--- src/rtl/wave_sequencer.sv ---
// wave_sequencer: debounces frequency-change requests, launches them to the
// wave computation block with a new_f pulse, waits for the fill to finish,
// and arbitrates that block's single read port between display (rd0) and
// surfer physics (rd1).
module wave_sequencer #(
  parameter int MIN_HOLD = 16,   // cycles a request must stay pending before launch (>=1)
  parameter int TIMEOUT  = 2100  // max cycles waiting for wave_ready
) (
  input  logic        clock,
  input  logic        reset,
  // frequency request channel
  input  logic        req_valid,
  input  logic [4:0]  req_freq_id,
  output logic        req_ready,
  // wave computation block control
  output logic [4:0]  freq_id,
  output logic        new_f,
  input  logic        wave_ready,
  // status
  output logic        busy,
  output logic [4:0]  cur_freq_id,
  output logic        done,
  output logic        timeout_err,
  // display read port (absolute priority)
  input  logic        rd0_req,
  input  logic [10:0] rd0_index,
  output logic        rd0_valid,
  // physics read port
  input  logic        rd1_req,
  input  logic [10:0] rd1_index,
  output logic        rd1_grant,
  output logic        rd1_valid,
  // shared read port towards the wave computation block
  output logic [10:0] wave_index,
  input  logic [9:0]  wave_height_in,
  output logic [9:0]  rd_data
);

  localparam logic [4:0] MAX_FREQ_ID = 5'd24;
  localparam int         HOLD_W      = $clog2(MIN_HOLD + 1);
  localparam int         TO_W        = $clog2(TIMEOUT + 1);
  localparam logic [HOLD_W-1:0] HOLD_LAST = HOLD_W'(MIN_HOLD - 1);
  localparam logic [TO_W-1:0]   TO_LAST   = TO_W'(TIMEOUT - 1);

  typedef enum logic [1:0] {
    S_IDLE,
    S_HOLD,
    S_LAUNCH,
    S_WAIT
  } state_t;

  state_t            state, state_next;
  logic [4:0]        pending, pending_next;
  logic [HOLD_W-1:0] hold_cnt, hold_cnt_next;
  logic [TO_W-1:0]   to_cnt, to_cnt_next;
  logic              launch, commit, expire;
  logic              accept;
  logic [4:0]        req_id;
  logic [10:0]       last_index;

  // Out-of-range requests are clamped to the highest valid frequency.
  assign req_id    = (req_freq_id > MAX_FREQ_ID) ? MAX_FREQ_ID : req_freq_id;
  assign req_ready = (state == S_IDLE) || (state == S_HOLD);
  assign accept    = req_valid && req_ready;
  assign busy      = (state == S_LAUNCH) || (state == S_WAIT);

  // Next-state logic: debounce, launch, wait-for-fill with timeout.
  always_comb begin
    // NOTE: every signal gets a default first so no path leaves it unassigned,
    // which would otherwise infer a latch.
    state_next    = state;
    pending_next  = pending;
    hold_cnt_next = '0;
    to_cnt_next   = '0;
    launch        = 1'b0;
    commit        = 1'b0;
    expire        = 1'b0;
    unique case (state)
      S_IDLE: begin
        // A request for the frequency already on screen is a no-op.
        if (accept && req_id != cur_freq_id) begin
          pending_next = req_id;
          state_next   = S_HOLD;
        end
      end
      S_HOLD: begin
        hold_cnt_next = hold_cnt + 1'b1;
        if (accept && req_id == cur_freq_id) begin
          state_next = S_IDLE;
        end else if (accept && req_id != pending) begin
          // A new target restarts the stability window.
          pending_next  = req_id;
          hold_cnt_next = '0;
        end else if (hold_cnt == HOLD_LAST) begin
          state_next = S_LAUNCH;
        end
      end
      S_LAUNCH: begin
        launch     = 1'b1;
        state_next = S_WAIT;
      end
      S_WAIT: begin
        to_cnt_next = to_cnt + 1'b1;
        // wave_ready takes precedence over a timeout in the same cycle.
        if (wave_ready) begin
          commit     = 1'b1;
          state_next = S_IDLE;
        end else if (to_cnt == TO_LAST) begin
          expire     = 1'b1;
          state_next = S_IDLE;
        end
      end
      default: state_next = S_WAIT;
    endcase
  end

  // Control state and registered outputs; freq_id only moves on launch so the
  // downstream ROM sees a stable value for the whole fill.
  always_ff @(posedge clock) begin
    // NOTE: sequential state uses non-blocking assignments so every register
    // samples pre-edge values regardless of statement order.
    if (reset) begin
      state       <= S_WAIT;
      pending     <= '0;
      hold_cnt    <= '0;
      to_cnt      <= '0;
      freq_id     <= '0;
      cur_freq_id <= '0;
      new_f       <= 1'b0;
      done        <= 1'b0;
      timeout_err <= 1'b0;
    end else begin
      state    <= state_next;
      pending  <= pending_next;
      hold_cnt <= hold_cnt_next;
      to_cnt   <= to_cnt_next;
      new_f    <= launch;
      done     <= commit;
      if (launch) freq_id     <= pending;
      if (commit) cur_freq_id <= pending;
      if (expire) timeout_err <= 1'b1;
    end
  end

  // Read-port arbitration: rd0 always wins; rd1 only while the wave is stable.
  always_comb begin
    rd1_grant  = rd1_req && !rd0_req && (state != S_WAIT) && (state != S_LAUNCH);
    wave_index = last_index;
    if (rd0_req)        wave_index = rd0_index;
    else if (rd1_grant) wave_index = rd1_index;
  end

  // Read data capture and per-requester valid flags, one cycle after the index.
  always_ff @(posedge clock) begin
    if (reset) begin
      last_index <= '0;
      rd0_valid  <= 1'b0;
      rd1_valid  <= 1'b0;
      rd_data    <= '0;
    end else begin
      last_index <= wave_index;
      rd0_valid  <= rd0_req;
      rd1_valid  <= rd1_grant;
      rd_data    <= wave_height_in;
    end
  end

endmodule

--- config.mk ---
export PLATFORM = sky130hd
export DESIGN_NAME = wave_sequencer
export DESIGN_NICKNAME = d
export VERILOG_FILES = /design/src/rtl/wave_sequencer.sv
export SDC_FILE = /design/constraint.sdc
export NUM_CORES = 1
export LEC_CHECK = 0
export CAP_MARGIN = 20
export CORE_ASPECT_RATIO = 0.9
export CORE_UTILIZATION = 35
export CTS_BUF_LIST = sky130_fd_sc_hd__clkbuf_8
export CTS_CLUSTER_SIZE = 40
export DETAILED_ROUTE_END_ITERATION = 10
export PLACE_DENSITY_LB_ADDON = 0.25
export SLEW_MARGIN = 20
export SYNTH_ARGS = -nofsm -noshare
export SYNTH_HDL_FRONTEND = slang
export SYNTH_SLANG_ARGS = --single-unit
--- constraint.sdc ---
create_clock -name clock -period 2.6 [get_ports clock]
set_clock_uncertainty 0.15 [all_clocks]
set_input_delay 0.39 -clock clock [delete_from_list [all_inputs] [get_ports clock]]
set_output_delay 0.39 -clock clock [all_outputs]
set_load 0.005 [all_outputs]
==> flow_summary_export.csv, run 1 <==
group,metric,value,unit
synthesis,synth_most_common_cell,"dfxtp_1",
layout,finalNonFillerCells,463,
clock_tree,holdBufCountCts,0,
sta,setup_violations,0,
synthesis,synth_edf_count,0,
drt,avgRoutedWirePerCell,12.3,um
grt,grt_pass1_wl,9.18,mm
clock_tree,clock_sinks,60,
drt,via_count,2200,
critical_path,worstSetupPathType,"input pin to primary output",
layout,drive_above_1_share,9.19,%
synthesis,synth_fp_nets,320,
layout,fin_util,52.5,%
place,dpl-instance-area,0.00349,mm^2
synthesis,synth_top_area_share,47.4,%
sta,hold_viol,0,
hold_path,min_path_type,"input pin to flop",
floorplanning,die_h,82.8,um
grt,overflow,0,
clock_tree,cts-resized-gates,0,
sta,final.period_utilization,96.3,%
grt,track_usage,15.5,%
status,status,"finished clean",
synthesis,synthTopCellsByArea,"dfxtp_1, nor2b_1, mux2i_1",
drt,viasPerCell,4.75,
sta,hold_slack,0.281,ns
critical_path,reg2regPathDepth,6,
synthesis,netlist_instances,274,
floorplanning,die-area,0.00759,mm^2
place,place_inst,447,
sta,tightest_slew,0.639,ns
sta,report.final.slew_viol_count,0,
critical_path,crit_path_max_fanout,6,
critical_path,cp.required,2.06,ns
critical_path,r2r-start,"cur_freq_id[2]",
job,max_cap_violations,0,
drt,ant_nets,0,
clock_tree,cts.path.max_buffers,2,
sta,fin_crit,2.50,ns
floorplanning,core,0.00704,mm^2
drt,first_iter_violations,79,
power,ir_drop,0.000249,V
hold_path,min_path_cells,2,
synthesis,synth-main-ff-cell,"dfxtp_1",
drt,drtPass1Iterations,4,
sta,relSlewSlack,57.2,%
synthesis,netlist_area,0.00254,mm^2
synthesis,ys_seq_area_share,47.4,%
power,p_leak,1.47,nW
synthesis,async_flop_share,0,%
critical_path,crit_path_start_kind,"input pin",
grt,grt_max_degree,32,
synthesis,synth_area_per_cell,9.26,um^2
grt,grt_pass1_vias,1964,
clock_tree,cts_setup_buffers,0,
layout,nNetsFinal,413,
synthesis,ys_warn_count,0,
synthesis,ys_top_cells_by_count,"dfxtp_1, nor2_1, nand2_1",
layout,final-seq-area,0.00120,mm^2
clock_tree,worstSkewPairLatency,0.33,ns
clock_tree,clock-root-buffer,"clkbuf_8",
synthesis,netlist.top_cell.by_area,"dfxtp_1",
clock_tree,cts_tree,"built",
sta,max_freq,399,MHz
layout,antenna_cells,0,
place,io_buffer_count,81,
grt,antenna_found_initial,0,
critical_path,crit_path_end_kind,"primary output",
synthesis,yosysUniqueCellTypes,44,
sta,rsz0062_at_grt,"false",
drt,drcViolationCount,0,
floorplanning,num_rows,29,
power,powerDensity,536,mW/mm^2
floorplanning,fp.dieW,91.7,um
floorplanning,io_pins,82,
layout,final_area,0.00369,mm^2
clock_tree,h-tree-depth,3,
critical_path,cp.arrival,1.96,ns
layout,n_fill_cell,671,
critical_path,r2r-end,"pending[2]",
hold_path,worstHoldStart,"reset",
synthesis,synth.ff_latch_count,60,
drt,wirelength,5.68,mm
hold_path,hold-path-endpoint,"cur_freq_id[4]",
place,globalplace.congestion,0.726,
clock_tree,cts_buffers,9,
clock_tree,clkTransAtPathRegs,0.07,ns
place,place_hpwl,3.99,mm
layout,multiInputGateArea,0.00126,mm^2
critical_path,reg2reg_slack,0.52,ns
layout,syn_to_final_growth,45.6,%
floorplanning,initial_core_util,36.0,%
cell families after synthesis:
group | Yosys count | synth area share (%)
DFF | 60 | 47.4
and+or+nand+nor | 128 | 26.1
xor gates and xnor gates | 17 | 5.87
adders and majority gates | 3 | 1.48
muxes | 15 | 5.92
AOI/OAI and AO/OA | 31 | 9.87
buffers and inverters | 20 | 3.40
critical path, cell delays in order:
cell and delay [ns]:
clkdlybuf4s50_1 0.46, nor3b_4 0.27, buf_4 0.20, a22oi_1 0.07, nand2_1 0.08, clkdlybuf4s50_1 0.51
layout make-up:
cell class,count,share of cell area [%]
inverter,6,0.610
clock buffer,10,3.73
clock inverter,4,0.508
sequential,60,32.5
multi-input combinational,194,34.2
tap,93,3.15
timing repair buffer,96,25.3
layout by cell type, fill, tap and decap left out, drive strengths merged, types with 3 or more instances in the layout:
master / count
nand3b: 3
a22oi: 11
clkbuf: 10
dfxtp: 60
nor2b: 25
and3: 4
buf: 16
ha: 3
inv: 7
nand2: 26
a21oi: 4
nand2b: 7
nor3: 5
nand3: 10
nand4: 3
mux2i: 15
clkinv: 3
xnor2: 10
nor2: 33
xor2: 7
o21ai: 3
clkdlybuf4s50: 78
worst max-delay path by stage:
| stage | slack (ns) | start | to | cells past startpoint |
|---|---|---|---|---|
| 4_1_cts | 0.05 | rd1_req | wave_index[4] | 6 |
| 5_1_grt | 0.01 | rd1_req | wave_index[9] | 6 |
| 2_1_floorplan | 0.43 | req_freq_id[3] | pending[0] | 6 |
| 3_5_place_dp | -0.12 | req_freq_id[2] | pending[2] | 7 |
| 3_3_place_gp | -0.04 | req_freq_id[2] | pending[4] | 7 |
| 6_report | 0.1 | rd1_req | wave_index[7] | 6 |
sequential cells by signal, summed over array words and instances (netlist names), named ones only:
signal,flops
rd_data,10
pending,5
rd0_valid,1
last_index,11
rd1_valid,1
timeout_err,1
cur_freq_id,5
done,1
to_cnt,12
new_f,1
freq_id,5
hold_cnt,5
state,1
routing by layer:
metal / routed length, um / GRT usage (%) / up-vias / part of all wire [%]
met2: 2340 / 22.9 / 66 / 41
met5: 0 / 0 / - / 0
met3: 464 / 6.41 / 8 / 8.2
li1: - / - / 1124 / -
met1: 2820 / 20.6 / 1002 / 50
met4: 58 / 5.16 / 0 / 1.0
stage by stage:
| stage | total power [mW] | TNS, ns | setup WS [ns] |
|---|---|---|---|
| after floorplan | 1.13 | 0 | 0.428 |
| after global placement | 1.30 | -0.158 | -0.0429 |
| after detailed placement | 1.30 | -0.452 | -0.122 |
| after CTS | 2.00 | 0 | 0.0501 |
| after global routing | 2.08 | 0 | 0.0133 |
| final | 1.98 | 0 | 0.0958 |
report_power, final:
| group | total, mW | internal, mW | switching [mW] |
|---|---|---|---|
| combinational | 0.308 | 0.185 | 0.123 |
| sequential | 0.980 | 0.956 | 0.0239 |
| clock | 0.693 | 0.352 | 0.341 |
| total | 1.98 | 1.49 | 0.488 |
(Power assumes the default switching activity.)
==> run 2, diff against run 1 <==
--- a/config.mk
+++ b/config.mk
@@ -12,7 +12,7 @@
 export CTS_CLUSTER_SIZE = 40
 export DETAILED_ROUTE_END_ITERATION = 10
 export PLACE_DENSITY_LB_ADDON = 0.25
-export SLEW_MARGIN = 20
+export SKIP_LAST_GASP = 1
 export SYNTH_ARGS = -nofsm -noshare
 export SYNTH_HDL_FRONTEND = slang
 export SYNTH_SLANG_ARGS = --single-unit
==> results of run 2 <==
The final DEF is identical to that of run 1; final timing and power are the same.
==> run 3, diff against run 2 <==
--- a/config.mk
+++ b/config.mk
@@ -12,6 +12,7 @@
 export CTS_CLUSTER_SIZE = 40
 export DETAILED_ROUTE_END_ITERATION = 10
 export PLACE_DENSITY_LB_ADDON = 0.25
+export REMOVE_ABC_BUFFERS = 1
 export SKIP_LAST_GASP = 1
 export SYNTH_ARGS = -nofsm -noshare
 export SYNTH_HDL_FRONTEND = slang
==> run 3 against run 2 <==
  * Cell count is 0.86% higher
  * Critical path depth stayed put
  * Power is 8.0% higher
  * Sequential share of layout area is 0.50 points lower
==> flow_summary_export.csv, run 3 (synthesis gave the netlist of run 1 again) <==
group,metric,value,unit
layout,final_area,0.00375,mm^2
floorplanning,fp.dieW,91.7,um
critical_path,reg2reg_slack,0.52,ns
layout,regMostFlops,"to_cnt",
floorplanning,io_pins,82,
grt,antenna_found_initial,0,
hold_path,worstHoldStart,"hold_cnt[0]",
layout,final_common_cell,"clkdlybuf4s50_1",
place,io_buffer_count,81,
layout,final-seq-area,0.00120,mm^2
power,p_total,2.14,mW
sta,report.final.slew_viol_count,0,
place,globalplace.congestion,0.814,
drt,first_iter_violations,63,
clock_tree,cts.path.max_buffers,2,
layout,fin_util,53.3,%
power,ir_drop,0.000303,V
drt,wirelength,5.76,mm
hold_path,min_path_cells,1,
critical_path,cp.required,2.06,ns
sta,final.setup.worst_slack,0.0441,ns
hold_path,hold-path-endpoint,"hold_cnt[0]",
hold_path,min_path_type,"flop to flop",
clock_tree,clock-root-buffer,"clkbuf_8",
floorplanning,num_rows,29,
sta,relSlewSlack,60.4,%
place,place_hpwl,4.10,mm
grt,grt_pass1_wl,9.67,mm
clock_tree,h-tree-depth,3,
sta,tns,0,ns
grt,grt_pass1_vias,2092,
sta,final.period_utilization,98.3,%
drt,via_count,2226,
grt,grt_max_degree,24,
floorplanning,die-area,0.00759,mm^2
floorplanning,die_h,82.8,um
clock_tree,cts_buffers,9,
critical_path,reg2regPathDepth,5,
layout,multiInputGateArea,0.00126,mm^2
sta,max_freq,391,MHz
power,powerDensity,570,mW/mm^2
layout,top_regs,"to_cnt x12, last_index x11, rd_data x10",
clock_tree,clock_sinks,60,
clock_tree,cts_tree,"built",
drt,ant_nets,0,
critical_path,worstSetupPathType,"input pin to primary output",
grt,overflow,0,
floorplanning,core,0.00704,mm^2
sta,tightest_slew,0.592,ns
layout,antenna_cells,0,
critical_path,crit_path_start_kind,"input pin",
place,place_ws,-0.0103,ns
clock_tree,clkTransAtPathRegs,0.06,ns
status,status,"finished clean",
floorplanning,initial_core_util,36.0,%
job,max_cap_violations,0,
critical_path,crit_path_max_fanout,6,
sta,fin_crit,2.56,ns
critical_path,r2r-start,"to_cnt[3]",
critical_path,cp.arrival,2.02,ns
layout,drive_above_1_share,9.89,%
clock_tree,holdBufCountCts,0,
layout,n_fill_cell,654,
grt,track_usage,16.4,%
drt,avgRoutedWirePerCell,12.3,um
critical_path,crit_path_end_kind,"primary output",
layout,largest_reg_flops,12,
drt,drtPass1Iterations,4,
layout,syn_to_final_growth,47.9,%
drt,viasPerCell,4.77,
layout,layout_common_cells,"clkdlybuf4s50_1, dfxtp_1, nor2_1, nand2_1, nor2b_1",
sta,setup_violations,0,
clock_tree,worstSkewPairLatency,0.33,ns
place,dpl-instance-area,0.00350,mm^2
sta,hold_viol,0,
layout,nNetsFinal,415,
drt,drcViolationCount,0,
power,p_leak,1.49,nW
-- run 3: worst max-delay path by stage --
stage | start | endpoint | slack [ns]
after CTS | rd0_req | wave_index[4] | 0.03
after global routing | rd1_req | wave_index[3] | -0.06
after detailed placement | req_freq_id[2] | pending[4] | -0.01
final | rd1_req | wave_index[3] | 0.04
after global placement | req_freq_id[2] | pending[3] | 0.05
after floorplan | flop | wave_index[0] | 0.22
-- run 3: per-stage QoR --
step	cells	hold WS, ns
floorplan	260	0.268
global placement	448	0.280
detailed placement	448	0.290
CTS	464	0.300
global route	467	0.324
finish	467	0.298
-- run 3: area by class of cell --
class | count | share of cell area (%)
timing repair buffer | 98 | 25.2
inverter | 6 | 0.600
clock inverter | 5 | 1.37
clock buffer | 11 | 4.04
sequential | 60 | 32.0
tap | 93 | 3.10
multi-input combinational | 194 | 33.7
-- run 3: routing by layer --
layer / wire length [um] / GRT usage (%)
met4: 27 / 3.75
met5: 0 / 0
met3: 543 / 8.61
met2: 2550 / 26.3
met1: 2640 / 19.6
-- run 3: critical path, stage by stage --
cell and delay [ns]:
clkdlybuf4s50_1 0.47, nor3b_4 0.27, buf_2 0.23, a22oi_1 0.08, nand2_1 0.07, clkdlybuf4s50_1 0.50
-- run 3: repair_timing --
action	CTS	global route
endpoints found under the setup margin	0	11
setup buffers	0	1
gates resized for setup	0	8
-- run 3: report_power, final --
| part | internal [mW] | switching [mW] | leakage (nW) | total, mW |
|---|---|---|---|---|
| clock network | 0.488 | 0.364 | 0.107 | 0.852 |
| registers | 0.955 | 0.0250 | 0.490 | 0.980 |
| logic | 0.185 | 0.122 | 0.894 | 0.307 |
| total | 1.63 | 0.510 | 1.49 | 2.14 |
